**src/rtl/dmem_lsu.sv**
```systemverilog
// Load/store unit between the memory stage and a word-wide dmem port.
// Takes one byte-addressed request per handshake and uses read-modify-write for sub-word stores.
module dmem_lsu #(
  parameter int N = 32
) (
  input  logic         clk,
  input  logic         rst_n,
  input  logic         req_valid,
  output logic         req_ready,
  input  logic         req_we,
  input  logic [1:0]   req_size,
  input  logic         req_signed,
  input  logic [N-1:0] req_addr,
  input  logic [N-1:0] req_wdata,
  output logic         resp_valid,
  output logic [N-1:0] resp_rdata,
  output logic         resp_err,
  output logic         mem_write_enable,
  output logic [N-1:0] mem_addr,
  output logic [N-1:0] mem_writedata,
  input  logic [N-1:0] mem_readdata
);

  localparam int L = N / 8;

  typedef enum logic [1:0] {IDLE, RD, WR, RESP} state_t;

  state_t         state_reg, state_next;
  logic           we_reg, signed_reg, err_reg;
  logic [1:0]     size_reg;
  logic [N-1:0]   addr_reg, wdata_reg, rdata_reg;
  logic           accept, misaligned;
  logic [L-1:0]   lane_en;
  logic [N-1:0]   wdata_aligned, merged, shifted, load_data;

  assign req_ready = (state_reg == IDLE);
  assign accept    = req_valid && req_ready;
  assign mem_addr  = {2'b00, addr_reg[N-1:2]};

  always_comb begin
    misaligned = 1'b0;
    case (req_size)
      2'b01:   misaligned = req_addr[0];
      2'b10:   misaligned = (req_addr[1:0] != 2'b00);
      2'b11:   misaligned = 1'b1;
      default: misaligned = 1'b0;
    endcase
  end

  always_ff @(posedge clk or negedge rst_n) begin
    if (!rst_n) begin
      state_reg  <= IDLE;
      we_reg     <= 1'b0;
      signed_reg <= 1'b0;
      err_reg    <= 1'b0;
      size_reg   <= 2'b00;
      addr_reg   <= '0;
      wdata_reg  <= '0;
      rdata_reg  <= '0;
    end else begin
      state_reg <= state_next;
      if (accept) begin
        we_reg     <= req_we;
        signed_reg <= req_signed;
        err_reg    <= misaligned;
        size_reg   <= req_size;
        addr_reg   <= req_addr;
        wdata_reg  <= req_wdata;
      end
      if (state_reg == RD) rdata_reg <= mem_readdata;
    end
  end

  // Store data is replicated across all lanes; lane_en picks which lanes overwrite the read word.
  always_comb begin
    lane_en       = '1;
    wdata_aligned = wdata_reg;
    case (size_reg)
      2'b00: begin
        lane_en       = L'(1) << addr_reg[1:0];
        wdata_aligned = {L{wdata_reg[7:0]}};
      end
      2'b01: begin
        lane_en       = L'(3) << {addr_reg[1], 1'b0};
        wdata_aligned = {(L/2){wdata_reg[15:0]}};
      end
      default: begin
        lane_en       = '1;
        wdata_aligned = wdata_reg;
      end
    endcase
  end

  generate
    for (genvar gi = 0; gi < L; gi++) begin : g_lane
      assign merged[8*gi +: 8] = lane_en[gi] ? wdata_aligned[8*gi +: 8] : rdata_reg[8*gi +: 8];
    end
  endgenerate

  assign shifted = rdata_reg >> {addr_reg[1:0], 3'b000};

  always_comb begin
    load_data = shifted;
    case (size_reg)
      2'b00:   load_data = {{(N-8){signed_reg & shifted[7]}}, shifted[7:0]};
      2'b01:   load_data = {{(N-16){signed_reg & shifted[15]}}, shifted[15:0]};
      default: load_data = shifted;
    endcase
  end

  always_comb begin
    state_next       = state_reg;
    mem_write_enable = 1'b0;
    mem_writedata    = '0;
    resp_valid       = 1'b0;
    resp_err         = 1'b0;
    resp_rdata       = '0;
    case (state_reg)
      IDLE: begin
        if (accept) begin
          if (misaligned)                      state_next = RESP;
          else if (req_we && req_size == 2'b10) state_next = WR;
          else                                 state_next = RD;
        end
      end
      RD: state_next = we_reg ? WR : RESP;
      WR: begin
        mem_write_enable = 1'b1;
        mem_writedata    = merged;
        state_next       = RESP;
      end
      RESP: begin
        resp_valid = 1'b1;
        resp_err   = err_reg;
        if (!err_reg && !we_reg) resp_rdata = load_data;
        state_next = IDLE;
      end
      default: state_next = IDLE;
    endcase
  end

endmodule

```
**config.mk**
```make
export PLATFORM = sky130hd
export DESIGN_NAME = dmem_lsu
export DESIGN_NICKNAME = d
export VERILOG_FILES = /design/src/rtl/dmem_lsu.sv
export SDC_FILE = /design/constraint.sdc
export NUM_CORES = 1
export LEC_CHECK = 0
export ABC_AREA = 0
export CAP_MARGIN = 20
export CORE_MARGIN = 5
export CORE_UTILIZATION = 30
export DETAILED_ROUTE_END_ITERATION = 16
export HOLD_SLACK_MARGIN = 0.05
export PLACE_DENSITY = 0.55
export SKIP_LAST_GASP = 1
export SYNTH_ARGS = -nofsm -noshare
export SYNTH_HDL_FRONTEND = slang
export SYNTH_SLANG_ARGS = --single-unit
```
**constraint.sdc**
```tcl
create_clock -name clk -period 2.1 [get_ports clk]
set_input_delay 0.21 -clock clk [delete_from_list [all_inputs] [get_ports clk]]
set_output_delay 0.21 -clock clk [all_outputs]
set_load 0.1 [all_outputs]
```
==> results.py, run 1 <==
metrics = {
    "logic_synthesis": {
        "yosysUniqueCellTypes": 36,
        "synth.area.top_cells": "dfrtp_1 (45%), mux2_2 (20%), mux2i_1 (6.9%)",
        "synth_compound_area_frac": 0.1082,
        "synth_top_area_share": 0.4466,
        "synth-xor-area-share": 0.001517,
        "syn_area_um2": 5772,
        "ys_ff_latch": 103,
        "synthMuxAreaShare": 0.2684,
        "synth_cells": 504,
        "ys_seq_area_frac": 0.4466,
        "synth_top_family_by_area": "multiplexers",
        "synth.avg_cell_area_um2": 11.45,
        "synth-adder-area-share": 0.008671,
        "synth_top_area_cell": "dfrtp_1",
        "ys_warn_count": 0,
        "yosys.area_share.simple": 0.08628,
    },
    "drt": {
        "wl_per_cell_um": 20.17,
        "detail_route.vias_per_cell": 4.821,
        "firstDrtPassIters": 4,
        "wl_um": 19550,
        "antenna_left": 0,
        "drcViolationCount": 0,
        "detail_route.iter0.violations": 174,
        "num_vias": 4672,
    },
    "global_route": {
        "grt_pass1_vias": 4973,
        "grt.overflow.total": 0,
        "antenna_found_initial": 0,
        "grt_start_max_net_pins": 48,
        "grtUsageTotal": 0.1759,
        "grt_first_pass_wirelength_um": 29810,
    },
    "clock_network": {
        "cts_root_buffer": "clkbuf_16",
        "cts_tree": "done",
        "ctsLongestPathBuffers": 2,
        "cts_buffers": 9,
        "cts_sinks": 103,
        "h-tree-depth": 3,
        "insertion_delay_ns": 0.35,
        "cts.clk_slew.worst_paths_ns": 0.07,
    },
    "finish": {
        "nets": 811,
        "multi_input_area_um2": 3656,
        "syn_to_final_growth_pct": 74.96,
        "drive_gt1_frac": 0.5472,
        "insertedDiodeCount": 0,
        "regArea_um2": 2581,
        "fillCellCount": 1562,
    },
    "place": {
        "io_buffer_count": 200,
        "place_ws_ns": 0.02061,
        "gp_congestion": 0.8407,
        "dp_hpwl_um": 15330,
    },
    "timing": {
        "relSlewSlack": 0.5629,
        "skew_ns": 0.008557,
        "worst_pin_slew_ns": 0.6374,
        "rsz0062_at_grt": "yes",
        "clock.fmax_mhz": 424.1,
        "period_share": 1.123,
        "setup_violations": 50,
        "report.final.slew_viol_count": 0,
        "finalCriticalPeriod_ns": 2.358,
        "final_hold_viol_count": 0,
        "setup_ws_ns": -0.2581,
    },
    "setup_path": {
        "path_max_fanout": 8,
        "worst_ep_arrival_time_ns": 2.15,
        "crit_type": "reg2out",
        "crit_required_ns": 1.89,
        "end_kind": "output port",
        "startpoint_type": "flop",
    },
    "run_status": {
        "status": "complete, but fails checks",
        "violations": "setup timing",
    },
    "die": {
        "boundaryPins": 203,
        "coreArea_um2": 18830,
        "rows": 50,
        "start_util": 0.3065,
        "die_h_um": 148.7,
        "die_area_um2": 22110,
        "dieWidth_um": 148.7,
    },
    "run": {
        "maxCapViolCount": 0,
    },
    "hold_path": {
        "hold_class": "in2async",
    },
}
## cell families (layout without fill, tap and decap cells)
logic type / count (synthesis) / in the layout
adder cells (fa/ha/maj): 4 / 4
AND/OR/NAND/NOR: 99 / 99
flip-flops: 103 / 103
other: 1 / 2
XOR/XNOR: 1 / 1
buffers and inverters: 73 / 276
AO/OA/AOI/OAI: 82 / 83
multiplexers: 141 / 141
## placed cells by master, fill, tap and decap left out, types with 10 or more instances in the layout
cell | synthesis | final
dfrtp_1 | 103 | 100
buf_6 | 3 | 14
o211a_4 | 0 | 15
nand2_1 | 38 | 23
o21ai_4 | 0 | 13
buf_4 | 33 | 58
clkdlybuf4s50_1 | 0 | 101
buf_12 | 0 | 77
a211oi_1 | 23 | 15
nor2_1 | 20 | 10
mux2_2 | 100 | 100
mux2i_1 | 40 | 32
## metrics by stage
stage / hold slack (ns) / instance area, µm² / TNS, ns / cells / util
floorplan: -0.08559 / 6429 / -10.75 / 505 / -
global placement: 0.2670 / 9233 / 0 / 935 / 0.4903
detailed placement: 0.2805 / 9233 / 0 / 935 / 0.4903
CTS: 0.4284 / 9941 / -11.06 / 966 / 0.5279
global route: 0.4559 / 10100 / -12.91 / 969 / 0.5363
finish: 0.4300 / 10100 / -8.412 / 969 / 0.5363
## final timing paths
path,start,cells past startpoint,slack [ns],end
min in group clk,req_addr[17],2,0.47,addr_reg[17]$_DFFE_PN0P_
worst max-delay path,state_reg[0]$_DFFE_PN0P_,8,-0.26,resp_rdata[13]
worst min register to register,wdata_reg[19]$_DFFE_PN0P_,1,0.51,wdata_reg[19]$_DFFE_PN0P_
worst min-delay path,rst_n,2,0.43,addr_reg[12]$_DFFE_PN0P_
max in group asynchronous,rst_n,3,0.95,addr_reg[1]$_DFFE_PN0P_
worst max register to register,state_reg[1]$_DFFE_PN0P_,7,0.11,addr_reg[3]$_DFFE_PN0P_
## cell usage after synthesis
cell,instances
mux2_2,100
or3b_1,1
conb_1,1
and2_1,1
and3_2,1
o221ai_1,9
ha_1,4
nand2b_1,3
buf_4,33
dfrtp_1,103
o21ai_2,6
or3_1,1
inv_1,6
clkbuf_8,3
nor3_1,3
mux2i_1,40
o2111ai_1,1
mux2i_4,1
nor4_4,1
buf_1,9
a21oi_1,9
xnor2_1,1
nand3_1,9
o211a_1,16
nor3b_4,1
nor2b_1,18
o21ai_0,17
clkbuf_1,11
nor2_1,20
buf_6,3
and4b_1,1
a211oi_1,23
nor3_2,1
o31ai_4,1
buf_2,8
nand2_1,38
## layout make-up
| class | count | share of cell area |
|---|---|---|
| repair buffers | 254 | 0.3169 |
| multi-input cells | 330 | 0.3620 |
| inverters | 6 | 0.002850 |
| flip-flops and latches | 103 | 0.2556 |
| well taps | 260 | 0.03221 |
| clock buffers | 11 | 0.02404 |
| clock inverters | 5 | 0.006319 |
## critical path: stages (launching register included)
cell and delay [ns]:
dfrtp_1 0.39, ha_4 0.15, or3b_4 0.42, buf_6 0.15, buf_8 0.11, nand2b_4 0.13, buf_12 0.16, nor2_4 0.11
buf_12 0.18
## per-layer routing
metal	up-vias	global-route usage	wire length (µm)
li1	2185	-	-
met1	2282	0.2187	8000
met2	182	0.2937	9389
met3	23	0.05698	1740
met4	0	0.04942	416
met5	-	0	0
## what timing repair did
item,in CTS,in global routing
cloned,3,0
resized for setup,57,37
setup buffers,11,7
hold endpoints to repair,44,0
hold buffers,1,0
pin swaps,17,14
endpoints found under the setup margin,58,64
Power of run 1 is not shown: default switching activity piles up to over one toggle a cycle in this logic, so the estimate is an artifact.
==> run 2: changes to the inputs <==
--- a/config.mk
+++ b/config.mk
@@ -7,7 +7,6 @@
 export LEC_CHECK = 0
 export ABC_AREA = 0
 export CAP_MARGIN = 20
-export CORE_MARGIN = 5
 export CORE_UTILIZATION = 30
 export DETAILED_ROUTE_END_ITERATION = 16
 export HOLD_SLACK_MARGIN = 0.05
==> run 2 against run 1 <==
  * Hold slack got worse by 0.13 ns
  * First-iteration DRC count increased by 5.7%
  * Utilization increased by 0.31 points
  * Clock skew is 0.0027 ns lower
  * Sequential cell count is the same
  * Cell area increased by 0.25%
  * Die area down 10%
  * The flow still finishes with violations (setup timing)
  * Highest routed layer unchanged
  * Count of clock-buffer cells in the layout is the same
==> results.py, run 2 (synthesis gave the netlist of run 1 again) <==
metrics = {
    "finish": {
        "regArea_um2": 2579,
        "multi_input_area_um2": 3697,
        "syn_to_final_growth_pct": 75.40,
        "fillCellCount": 1562,
        "final_common_cell": "dfrtp_1",
        "layout_common_cells": "dfrtp_1 (102), clkdlybuf4s50_1 (101), mux2_2 (100)",
        "stdcell_area_um2": 10120,
        "drive_gt1_frac": 0.5504,
        "fin_cells": 948,
        "final_util": 0.5394,
        "nets": 816,
        "insertedDiodeCount": 0,
    },
    "clock_network": {
        "h-tree-depth": 3,
        "cts.clk_slew.worst_paths_ns": 0.07,
        "cts_buffers": 9,
        "cts_root_buffer": "clkbuf_16",
        "cts_sinks": 103,
        "cts_tree": "done",
        "insertion_delay_ns": 0.35,
        "ctsLongestPathBuffers": 2,
    },
    "die": {
        "start_util": 0.3075,
        "die_h_um": 140.7,
        "rows": 50,
        "coreArea_um2": 18770,
        "dieWidth_um": 140.7,
        "boundaryPins": 203,
        "die_area_um2": 19800,
    },
    "drt": {
        "wl_per_cell_um": 19.93,
        "drcViolationCount": 0,
        "num_vias": 4704,
        "wl_um": 18900,
        "detail_route.iter0.violations": 184,
        "antenna_left": 0,
        "detail_route.vias_per_cell": 4.962,
        "firstDrtPassIters": 4,
    },
    "global_route": {
        "grt_first_pass_wirelength_um": 29040,
        "grt_start_max_net_pins": 55,
        "antenna_found_initial": 0,
        "grtUsageTotal": 0.1944,
        "grt.overflow.total": 0,
        "grt_pass1_vias": 4905,
    },
    "timing": {
        "tns_ns": -8.384,
        "relSlewSlack": 0.5900,
        "final_hold_viol_count": 0,
        "worst_pin_slew_ns": 0.5980,
        "finalCriticalPeriod_ns": 2.389,
        "setup_ws_ns": -0.2886,
        "period_share": 1.137,
        "report.final.slew_viol_count": 0,
        "clock.fmax_mhz": 418.7,
        "skew_ns": 0.005829,
        "setup_violations": 56,
        "rsz0062_at_grt": "yes",
    },
    "run_status": {
        "status": "complete, but fails checks",
        "violations": "setup timing",
    },
    "setup_path": {
        "path_max_fanout": 8,
        "crit_type": "reg2out",
        "startpoint_type": "flop",
        "end_kind": "output port",
        "worst_ep_arrival_time_ns": 2.18,
        "crit_required_ns": 1.89,
    },
    "run": {
        "maxCapViolCount": 0,
    },
    "place": {
        "dp_hpwl_um": 14520,
        "placed_cells": 911,
        "gp_congestion": 0.8331,
        "io_buffer_count": 200,
        "placed_area_um2": 9190,
    },
    "hold_path": {
        "hold_class": "in2async",
    },
}
run 2: cell types whose count changed in the layout (fill, tap and decap cells not counted), sizes merged:
cell | previous run | this run
o21ai | 24 | 25
buf | 152 | 156
run 2: critical path, stage by stage, from the launching register on:
cell and delay, ns:
dfrtp_1 0.39, ha_4 0.14, or3b_4 0.43, or3_4 0.47
o21ai_4 0.19, buf_12 0.19
run 2: through the flow:
stage / hold slack (ns) / setup WS, ns
4_1_cts: 0.2952 / -0.3149
3_3_place_gp: 0.1396 / 0.06445
6_report: 0.3041 / -0.2886
3_5_place_dp: 0.1410 / 0.03981
2_1_floorplan: -0.08559 / -0.3844
5_1_grt: 0.3237 / -0.3567
run 2: cell type report:
cell class                      count  share of cell area
Multi-Input combinational cell    331              0.3652
Timing Repair Buffer              258              0.3170
Sequential cell                   103              0.2547
Tap cell                          234             0.02892
Clock buffer                       11             0.02497
Clock inverter                      5            0.006303
Inverter                            6            0.002843
run 2: path summary, 6_finish.rpt:
| check | start | end | slack [ns] | depth (start not counted) |
|---|---|---|---|---|
| min reg2reg | addr_reg[7]$_DFFE_PN0P_ | addr_reg[7]$_DFFE_PN0P_ | 0.51 | 1 |
| min | rst_n | addr_reg[11]$_DFFE_PN0P_ | 0.30 | 2 |
| min in group clk | req_addr[29] | addr_reg[29]$_DFFE_PN0P_ | 0.47 | 2 |
| max in group asynchronous | rst_n | addr_reg[17]$_DFFE_PN0P_ | 1.14 | 3 |
| max | state_reg[1]$_DFFE_PN0P_ | resp_rdata[23] | -0.29 | 5 |
| max reg2reg | state_reg[0]$_DFFE_PN0P_ | addr_reg[30]$_DFFE_PN0P_ | 0.08 | 8 |
run 2: what timing repair did:
item | in CTS | in global routing
hold endpoints to repair | 23 | 0
endpoints found under the setup margin | 61 | 64
resized for setup | 47 | 42
setup buffers | 14 | 5
gates cloned | 3 | 0
hold buffers | 1 | 0
pin swaps | 6 | 10
run 2: metal layers:
layer  vias to the layer above  track usage  part of all wire  routed length (µm)
li1                       2184            -                 -                   -
met1                      2323       0.2477              0.43                8102
met2                       166       0.3210              0.48                9162
met3                        31      0.03940             0.056                1057
met4                         0      0.08181             0.030                 575
met5                         -            0                 0                   0
Power of run 2 is left out for the same reason.
==> run 3: changes to the inputs <==
--- a/config.mk
+++ b/config.mk
@@ -11,6 +11,7 @@
 export DETAILED_ROUTE_END_ITERATION = 16
 export HOLD_SLACK_MARGIN = 0.05
 export PLACE_DENSITY = 0.55
+export REMOVE_ABC_BUFFERS = 1
 export SKIP_LAST_GASP = 1
 export SYNTH_ARGS = -nofsm -noshare
 export SYNTH_HDL_FRONTEND = slang
==> run 3 against run 2 <==
  * The flow still finishes with violations (setup timing)
  * Final cell count is 2.4% higher
  * Count of clock-buffer cells in the layout is 1 lower
  * Fmax down 5.4%
  * Sequential cell count did not move
  * Largest cell class is now buffers
  * Highest routed layer unchanged
==> results.py, run 3 (synthesis gave the netlist of run 1 again) <==
metrics = {
    "drt": {
        "detail_route.vias_per_cell": 4.993,
        "num_vias": 4848,
        "detail_route.iter0.violations": 155,
        "drcViolationCount": 0,
        "wl_um": 19620,
        "antenna_left": 0,
        "firstDrtPassIters": 4,
        "wl_per_cell_um": 20.20,
    },
    "run": {
        "maxCapViolCount": 0,
    },
    "clock_network": {
        "cts_root_buffer": "clkbuf_16",
        "h-tree-depth": 3,
        "cts.clk_slew.worst_paths_ns": 0.07,
        "cts_sinks": 103,
        "cts_buffers": 9,
        "ctsLongestPathBuffers": 2,
        "insertion_delay_ns": 0.35,
        "cts_tree": "done",
    },
    "timing": {
        "period_share": 1.202,
        "setup_violations": 57,
        "tns_ns": -13.08,
        "skew_ns": 0.006295,
        "report.final.slew_viol_count": 0,
        "final_hold_viol_count": 0,
        "finalCriticalPeriod_ns": 2.525,
        "rsz0062_at_grt": "yes",
        "worst_pin_slew_ns": 0.5331,
        "clock.fmax_mhz": 396.0,
        "setup_ws_ns": -0.4250,
        "relSlewSlack": 0.6446,
    },
    "finish": {
        "layout_common_cells": "dfrtp_1 (101), clkdlybuf4s50_1 (101), mux2_2 (100)",
        "nets": 839,
        "multi_input_area_um2": 3293,
        "insertedDiodeCount": 0,
        "regArea_um2": 2580,
        "fillCellCount": 1599,
        "syn_to_final_growth_pct": 72.14,
        "drive_gt1_frac": 0.5332,
        "final_util": 0.5294,
    },
    "place": {
        "dp_hpwl_um": 13860,
        "gp_congestion": 0.8019,
        "io_buffer_count": 200,
    },
    "global_route": {
        "met2_usage": 0.3543,
        "grtUsageTotal": 0.1991,
        "met3_usage": 0.04789,
        "gr-usage-met1": 0.2335,
        "grt.overflow.total": 0,
        "busiest_layer": "met2",
        "antenna_found_initial": 0,
        "grt_start_max_net_pins": 50,
        "grt_first_pass_wirelength_um": 29570,
        "grt_pass1_vias": 5097,
    },
    "die": {
        "rows": 50,
        "dieWidth_um": 140.7,
        "boundaryPins": 203,
        "die_area_um2": 19800,
        "die_h_um": 140.7,
        "start_util": 0.3075,
        "coreArea_um2": 18770,
    },
    "run_status": {
        "violations": "setup timing",
        "status": "complete, but fails checks",
    },
    "hold_path": {
        "hold_class": "in2async",
    },
    "setup_path": {
        "crit_required_ns": 1.89,
        "worst_ep_arrival_time_ns": 2.31,
        "startpoint_type": "flop",
        "path_max_fanout": 6,
        "end_kind": "output port",
        "crit_type": "reg2out",
        "rrSetupSlack_ns": 0.19,
    },
}
run 3: timing repair:
action	CTS	global route
endpoints found under the setup margin	64	64
pin swaps	11	22
setup buffers	23	6
resized for setup	101	64
gates cloned	1	0
hold endpoints to repair	34	0
hold buffers	1	0
run 3: final cells by class:
| type | instances | share of cell area |
|---|---|---|
| repair buffers | 283 | 0.3488 |
| inverters | 6 | 0.003022 |
| clock inverters | 6 | 0.004533 |
| multi-input cells | 329 | 0.3314 |
| clock buffers | 10 | 0.02304 |
| flip-flops and latches | 103 | 0.2597 |
| well taps | 234 | 0.02947 |
run 3: worst paths after layout:
check / from / endpoint / cells past startpoint
max in group asynchronous: rst_n / addr_reg[31]$_DFFE_PN0P_ / 3
hold reg to reg: wdata_reg[19]$_DFFE_PN0P_ / wdata_reg[19]$_DFFE_PN0P_ / 1
min in group clk: req_wdata[15] / wdata_reg[15]$_DFFE_PN0P_ / 2
hold / removal: rst_n / rdata_reg[1]$_DFFE_PN0N_ / 2
setup reg to reg: state_reg[1]$_DFFE_PN0P_ / addr_reg[23]$_DFFE_PN0P_ / 6
setup / recovery: state_reg[1]$_DFFE_PN0P_ / resp_rdata[22] / 9
run 3: routing by layer:
metal	vias to the layer above	part of all wire
met5	-	0
met1	2442	0.40
met3	23	0.058
li1	2228	-
met4	0	0.020
met2	155	0.52
run 3: stage by stage:
step | setup slack, ns | std cells | hold WS [ns] | area (µm²)
2_1_floorplan | -2.517 | 438 | -0.08559 | 5338
3_3_place_gp | -0.3159 | 925 | 0.2172 | 8695
3_5_place_dp | -0.3756 | 925 | 0.2265 | 8695
4_1_cts | -0.4219 | 966 | 0.4003 | 9602
5_1_grt | -0.4803 | 971 | 0.4228 | 9936
6_report | -0.4250 | 971 | 0.3716 | 9936
run 3: worst max-delay path, cell delays in order (launching register included):
cell     delay, ns
dfrtp_1       0.37
ha_2          0.18
or3b_4        0.41
buf_12        0.15
nor3b_4       0.20
o31ai_4       0.12
buf_6         0.15
buf_6         0.13
o21ai_4       0.06
buf_12        0.19
Power of run 3 is left out for the same reason.
